**src/rtl/conv_pkg.sv**
```systemverilog
// Shared definitions for the convolution frame sequencer.
// Holds the default layer geometry, the sequencer state type and the derived
// output-map size. NUM_FILTERS sizes nothing in the sequencer. It is kept here
// so that post-processing can import it from the same place.
package conv_pkg;

  localparam int unsigned IMG_W       = 28;
  localparam int unsigned IMG_H       = 28;
  localparam int unsigned KERNEL      = 5;
  localparam int unsigned PIPE_LAT    = 4;
  localparam int unsigned NUM_FILTERS = 6;

  localparam int unsigned OUT_W = IMG_W - KERNEL + 1;
  localparam int unsigned OUT_H = IMG_H - KERNEL + 1;

  typedef enum logic [1:0] {
    IDLE,
    STREAM,
    DRAIN,
    DONE
  } seq_state_t;

endpackage

```
**src/rtl/conv_valid_pipe.sv**
```systemverilog
// Enable-gated valid shift register that mirrors the conv MAC pipeline.
// Ports:
//   clk_i, rst_ni  : clock and asynchronous active-low reset
//   en_i           : pipeline clock enable; stages only move when high
//   valid_i        : stage-0 input (window accepted this cycle)
//   valid_o        : last stage (MAC result valid)
//   empty_next_o   : no stage will hold a valid after the coming edge
module conv_valid_pipe #(
  parameter int unsigned Depth = 4
) (
  input  logic clk_i,
  input  logic rst_ni,
  input  logic en_i,
  input  logic valid_i,
  output logic valid_o,
  output logic empty_next_o
);

  logic [Depth-1:0] stage_q, stage_d;

  always_comb begin
    stage_d = stage_q;
    if (en_i) begin
      stage_d = (stage_q << 1) | Depth'(valid_i);
    end
  end

  always_ff @(posedge clk_i or negedge rst_ni) begin
    if (!rst_ni) begin
      stage_q <= '0;
    end else begin
      stage_q <= stage_d;
    end
  end

  assign valid_o      = stage_q[Depth-1];
  // Looks at the next-state contents so that the drain can finish in the same
  // edge that retires the last result.
  assign empty_next_o = ~|stage_d;

endmodule

```
**src/rtl/conv_frame_sequencer.sv**
```systemverilog
// Frame sequencer for one convolution layer over one input frame.
// It gates input FIFO pops and line-buffer shifts. It tracks the row and
// column of every consumed pixel and flags pixels that complete a KxK window.
// It carries window validity through the MAC pipeline and stalls the
// datapath whenever post-processing holds off a result.
// Ports:
//   i_clk, i_rst         : clock and asynchronous active-low reset
//   i_start              : frame start pulse; only honoured while idle
//   i_feat_valid         : input FIFO has a pixel (first-word fall-through)
//   o_feat_rd_en         : FIFO pop request
//   o_shift_en           : line buffer shift, one per consumed pixel
//   o_win_valid          : consumed pixel completes a window
//   o_pipe_en            : MAC pipeline clock enable
//   o_out_valid          : result valid; i_out_ready accepts it
//   o_out_row/o_out_col  : output-map coordinate of the current result
//   o_frame_last         : current result is the last one of the frame
//   o_busy, o_done       : frame in progress / one-cycle completion pulse
// Optional build macro CONV_SEQ_STATS_EN adds two saturating 32-bit counters:
//   o_stall_cycles (busy cycles with the pipe stalled) and
//   o_bubble_cycles (stream cycles that requested a pixel but got none).
module conv_frame_sequencer #(
  parameter int unsigned IMG_W    = conv_pkg::IMG_W,
  parameter int unsigned IMG_H    = conv_pkg::IMG_H,
  parameter int unsigned KERNEL   = conv_pkg::KERNEL,
  parameter int unsigned PIPE_LAT = conv_pkg::PIPE_LAT
) (
  input  logic                     i_clk,
  input  logic                     i_rst,
  input  logic                     i_start,
  input  logic                     i_feat_valid,
  output logic                     o_feat_rd_en,
  output logic                     o_shift_en,
  output logic                     o_win_valid,
  output logic                     o_pipe_en,
  output logic                     o_out_valid,
  input  logic                     i_out_ready,
  output logic [$clog2(IMG_H)-1:0] o_out_row,
  output logic [$clog2(IMG_W)-1:0] o_out_col,
  output logic                     o_frame_last,
  output logic                     o_busy,
  output logic                     o_done
`ifdef CONV_SEQ_STATS_EN
  ,
  output logic [31:0]              o_stall_cycles,
  output logic [31:0]              o_bubble_cycles
`endif
);

  import conv_pkg::*;

  localparam int unsigned RowW = $clog2(IMG_H);
  localparam int unsigned ColW = $clog2(IMG_W);

  localparam logic [RowW-1:0] LastRow    = RowW'(IMG_H - 1);
  localparam logic [ColW-1:0] LastCol    = ColW'(IMG_W - 1);
  localparam logic [RowW-1:0] WinRow     = RowW'(KERNEL - 1);
  localparam logic [ColW-1:0] WinCol     = ColW'(KERNEL - 1);
  localparam logic [RowW-1:0] OutLastRow = RowW'(IMG_H - KERNEL);
  localparam logic [ColW-1:0] OutLastCol = ColW'(IMG_W - KERNEL);

  seq_state_t state_q, state_d;

  logic [RowW-1:0] row_q, row_d, out_row_q, out_row_d;
  logic [ColW-1:0] col_q, col_d, out_col_q, out_col_d;

  logic pipe_en, consume, win_valid, out_valid, out_accept;
  logic start_frame, last_pixel, pipe_empty_next;

  // ---------------------------------------------------------------------------
  // Valid pipe tracking the MAC datapath
  // ---------------------------------------------------------------------------
  conv_valid_pipe #(
    .Depth (PIPE_LAT)
  ) u_valid_pipe (
    .clk_i        (i_clk),
    .rst_ni       (i_rst),
    .en_i         (pipe_en),
    .valid_i      (win_valid),
    .valid_o      (out_valid),
    .empty_next_o (pipe_empty_next)
  );

  // ---------------------------------------------------------------------------
  // FSM: state register
  // ---------------------------------------------------------------------------
  always_ff @(posedge i_clk or negedge i_rst) begin
    if (!i_rst) begin
      state_q <= IDLE;
    end else begin
      state_q <= state_d;
    end
  end

  // ---------------------------------------------------------------------------
  // FSM: next state
  // ---------------------------------------------------------------------------
  always_comb begin
    state_d = state_q;
    case (state_q)
      IDLE:    if (i_start) state_d = STREAM;
      STREAM:  if (consume && last_pixel) state_d = DRAIN;
      DRAIN:   if (pipe_empty_next) state_d = DONE;
      DONE:    state_d = IDLE;
      default: state_d = IDLE;
    endcase
  end

  // ---------------------------------------------------------------------------
  // FSM: outputs and datapath strobes
  // ---------------------------------------------------------------------------
  always_comb begin
    // A held result freezes the whole datapath, FIFO reads included.
    pipe_en      = !out_valid || i_out_ready;
    start_frame  = (state_q == IDLE) && i_start;
    o_feat_rd_en = (state_q == STREAM) && pipe_en;
    consume      = o_feat_rd_en && i_feat_valid;
    last_pixel   = (row_q == LastRow) && (col_q == LastCol);
    win_valid    = consume && (row_q >= WinRow) && (col_q >= WinCol);
    out_accept   = out_valid && i_out_ready;

    o_shift_en   = consume;
    o_win_valid  = win_valid;
    // Forced low while reset is asserted so that every output reads 0.
    o_pipe_en    = pipe_en && i_rst;
    o_out_valid  = out_valid;
    o_out_row    = out_row_q;
    o_out_col    = out_col_q;
    o_frame_last = out_valid && (out_row_q == OutLastRow) && (out_col_q == OutLastCol);
    o_busy       = (state_q == STREAM) || (state_q == DRAIN);
    o_done       = (state_q == DONE);
  end

  // ---------------------------------------------------------------------------
  // Input pixel and output result coordinate counters
  // ---------------------------------------------------------------------------
  always_comb begin
    row_d     = row_q;
    col_d     = col_q;
    out_row_d = out_row_q;
    out_col_d = out_col_q;

    if (start_frame) begin
      row_d     = '0;
      col_d     = '0;
      out_row_d = '0;
      out_col_d = '0;
    end else begin
      if (consume) begin
        if (col_q == LastCol) begin
          col_d = '0;
          row_d = (row_q == LastRow) ? '0 : row_q + RowW'(1);
        end else begin
          col_d = col_q + ColW'(1);
        end
      end
      if (out_accept) begin
        if (out_col_q == OutLastCol) begin
          out_col_d = '0;
          out_row_d = (out_row_q == OutLastRow) ? '0 : out_row_q + RowW'(1);
        end else begin
          out_col_d = out_col_q + ColW'(1);
        end
      end
    end
  end

  always_ff @(posedge i_clk or negedge i_rst) begin
    if (!i_rst) begin
      row_q     <= '0;
      col_q     <= '0;
      out_row_q <= '0;
      out_col_q <= '0;
    end else begin
      row_q     <= row_d;
      col_q     <= col_d;
      out_row_q <= out_row_d;
      out_col_q <= out_col_d;
    end
  end

`ifdef CONV_SEQ_STATS_EN
  // ---------------------------------------------------------------------------
  // Saturating performance counters
  // ---------------------------------------------------------------------------
  logic [31:0] stall_q, stall_d, bubble_q, bubble_d;

  always_comb begin
    stall_d  = stall_q;
    bubble_d = bubble_q;
    if (start_frame) begin
      stall_d  = '0;
      bubble_d = '0;
    end else begin
      if (o_busy && !pipe_en && (stall_q != '1)) begin
        stall_d = stall_q + 32'd1;
      end
      if (o_feat_rd_en && !i_feat_valid && (bubble_q != '1)) begin
        bubble_d = bubble_q + 32'd1;
      end
    end
  end

  always_ff @(posedge i_clk or negedge i_rst) begin
    if (!i_rst) begin
      stall_q  <= '0;
      bubble_q <= '0;
    end else begin
      stall_q  <= stall_d;
      bubble_q <= bubble_d;
    end
  end

  assign o_stall_cycles  = stall_q;
  assign o_bubble_cycles = bubble_q;
`endif

endmodule

```
**config.mk**
```make
export PLATFORM = sky130hd
export DESIGN_NAME = conv_frame_sequencer
export DESIGN_NICKNAME = d
export VERILOG_FILES = /design/src/rtl/conv_pkg.sv /design/src/rtl/conv_valid_pipe.sv /design/src/rtl/conv_frame_sequencer.sv
export SDC_FILE = /design/constraint.sdc
export NUM_CORES = 1
export LEC_CHECK = 0
export BUFFER_PORTS_ARGS = -buffer_cell sky130_fd_sc_hd__buf_4
export CAP_MARGIN = 20
export CORE_MARGIN = 10
export CORE_UTILIZATION = 29
export CTS_BUF_LIST = sky130_fd_sc_hd__clkbuf_2 sky130_fd_sc_hd__clkbuf_4 sky130_fd_sc_hd__clkbuf_8
export DETAILED_ROUTE_END_ITERATION = 10
export GPL_ROUTABILITY_DRIVEN = 0
export SYNTH_ARGS = -nofsm -noshare
export SYNTH_HDL_FRONTEND = slang
export SYNTH_SLANG_ARGS = --single-unit
```
**constraint.sdc**
```tcl
create_clock -name i_clk -period 4.95 [get_ports i_clk]
set_clock_uncertainty 0.1 [all_clocks]
set_input_delay 0.2475 -clock i_clk [delete_from_list [all_inputs] [get_ports i_clk]]
set_output_delay 0.2475 -clock i_clk [all_outputs]
set_load 0.005 [all_outputs]
```
==> qor.yml <==
synthMuxAreaShare_pct: 4.94
first_pass_iters: 4
vias: 1174
clk_latency_ns: 0.27
p_switching_mw: 0.191
core_um2: 4820
seqPwrFrac_pct: 41.3
synth_edf_count: 0
dieArea_um2: 8310
io_pins: 23
status: "finished clean"
final-seq-area_um2: 651
r2r-start: "state_q[1]"
synth_fa_ha_area_share_pct: 9.37
drive_gt1_share_pct: 19.7
holdWs_ns: 0.206
drc_errors: 0
slew_headroom_pct: 48.1
min_path_type: "primary input to flip-flop"
cts-root-buf: "clkbuf_8"
tns_ns: 0
hold_end: "o_out_col[1]"
cts_resized: 0
end_kind: "output pin"
clockBufferDepth: 2
p_clk_share_pct: 29.1
overflow: 0
wl_um: 3040
wire_per_inst_um: 12.4
ys_ff_latch: 26
num-fill-cells: 522
io_buffers: 22
synth-compound-area-share_pct: 9.54
synth_seq_area_share_pct: 44.3
r2r_end: "state_q[1]"
cp_max_fo: 5
fin_crit_sh_pct: 41.7
syn-cell-area_um2: 1470
finalInstanceArea_um2: 1790
total_power_mw: 0.617
synth_fp_nets: 170
grt_use_total_pct: 7.46
synthSimpleGateAreaFrac_pct: 27.8
layout.nets: 195
cts_made_buffers: 3
cp-start-kind: "flip-flop"
swShare_pct: 30.9
cap_violations: 0
vias_per_cell: 4.79
cts.sinks: 26
initial_core_util_pct: 30.5
power.density_nw_per_um2: 346
hpwl_um: 2230
num_antenna_cells: 0
crit_type: "flip-flop to output pin"
synth_flop_cell: "dfrtp_1"
hold_viol_final: 0
rows: 25
grt_max_degree: 28
yosys.area.top_type: "dfrtp_1"
worst_pin_slew_ns: 0.779
syn_inst: 154
antenna_left: 0
power.internal_mw: 0.427
antenna_found_initial: 0
mostFrequentLayoutCells: "dfrtp_1 (26), buf_4 (22), nand2_1 (21)"
hold_depth: 4
rsz0062_at_grt: "no"
ff2ff_setup_slack_ns: 2.95
synth_top_family_by_area: "simple AND/OR/NAND/NOR gates"
slew_violations: 0
synth_top_area_share_pct: 44.3
cts.htree.levels: 1
clk_pin_slew_ns: 0.09
crit_required_ns: 4.60
placed_cell_area_um2: 1710
ir_drop_mv: 0.366
arrival_ns: 1.72
die_h_um: 91.2
die_x_um: 91.2
rr_worst_depth: 7
leakage_nw: 0.924
final_util_pct: 37.1
synth.top_cells.by_area: "dfrtp_1 (44%), ha_1 (9.4%), nand2_1 (5.4%)"
netlist-cell-type-count: 40
area_growth_pct: 21.6
final_common_cell: "dfrtp_1"
avgSynthCellArea_um2: 9.54
combPwrFrac_pct: 29.6
finalCriticalPeriod_ns: 2.06
yosys_warnings: 0
grt_pass1_vias: 1151
multiInputGateArea_um2: 776
timing.fmax_ghz: 0.485
min_from: "i_out_ready"
async_reset_ff_share_pct: 100
synth_xor_area_share_pct: 1.19
cts_tree: "done"
grt_pass1_wl_um: 5340
finalSetupViolCount: 0
drt-initial-drc-count: 30
[timing repair]
item / in CTS / in global routing
endpoints found under the hold margin: 26 / 0
hold buffers: 1 / 0
buffers inserted: 0 / 0
[routing by layer]
metal / track usage (%) / vias to the layer above / wire length (um)
met1: 10.0 / 568 / 1590
met3: 2.88 / 2 / 182
li1: - / 579 / -
met2: 11.0 / 25 / 1250
met4: 1.57 / 0 / 19
met5: 0 / - / 0
[cell families after synthesis]
group | Yosys count
AO/OA/AOI/OAI | 22
XOR/XNOR | 2
AND/OR/NAND/NOR | 75
flip-flops | 26
adder cells (fa/ha/maj) | 11
multiplexers | 7
buffers and inverters | 11
[layout make-up]
class                      instances  share of cell area, %
clock buffer                       3                   2.31
clock inverter                     1                   1.68
inverter                           8                   1.68
multi-input combinational        117                   43.4
sequential                        26                   36.4
tap                               67                   4.69
timing repair buffer              23                   9.80
[registers in the layout (all words and copies together), names as in the netlist]
| signal | count |
|---|---|
| state_q | 2 |
| o_out_col | 5 |
| col_q | 5 |
| u_valid_pipe.stage_q | 4 |
| o_out_row | 5 |
| row_q | 5 |
[worst max-delay path by stage]
stage	slack (ns)	startpoint	cells after the start	endpoint
after global placement	3.02	state_q[1]	7	state_q[1]
after global routing	2.70	o_out_row[0]	5	o_frame_last
after detailed placement	2.95	state_q[1]	7	state_q[1]
after CTS	2.84	o_out_row[0]	5	o_frame_last
final	2.89	o_out_row[0]	5	o_frame_last
after floorplan	3.13	state_q[1]	7	state_q[1]
[power by group through the flow]
stage          sequential (mW)  combinational, mW  clock [mW]
2_1_floorplan            0.254              0.125           0
3_3_place_gp             0.258              0.188           0
3_5_place_dp             0.260              0.187           0
4_1_cts                  0.256              0.189       0.186
5_1_grt                  0.259              0.211       0.195
6_report                 0.255              0.183       0.180
[cell usage after synthesis (2+ instances only)]
| master | count |
|---|---|
| dfrtp_1 | 26 |
| nand2_1 | 21 |
| nor2_1 | 17 |
| a21oi_1 | 11 |
| ha_1 | 11 |
| nand3_1 | 9 |
| inv_1 | 8 |
| mux2i_1 | 5 |
| nor2b_1 | 4 |
| and2_1 | 3 |
| nor3b_1 | 3 |
| a311oi_1 | 2 |
| clkbuf_1 | 2 |
| nand2b_1 | 2 |
| nand4b_1 | 2 |
| nor3_1 | 2 |
| or3_1 | 2 |
| xor2_1 | 2 |
[critical path, stage by stage, from the launching register on]
cell and delay, ns:
dfrtp_1 0.42, ha_1 0.19, nand2_1 0.07, nor3b_1 0.40, and3_2 0.25, buf_4 0.10
[through the flow]
step / cells / worst slack, ns
after floorplan: 154 / 3.13
after global placement: 240 / 3.02
after detailed placement: 240 / 2.95
after CTS: 245 / 2.84
after global routing: 245 / 2.70
final: 245 / 2.89
(Power assumes the default switching activity.)
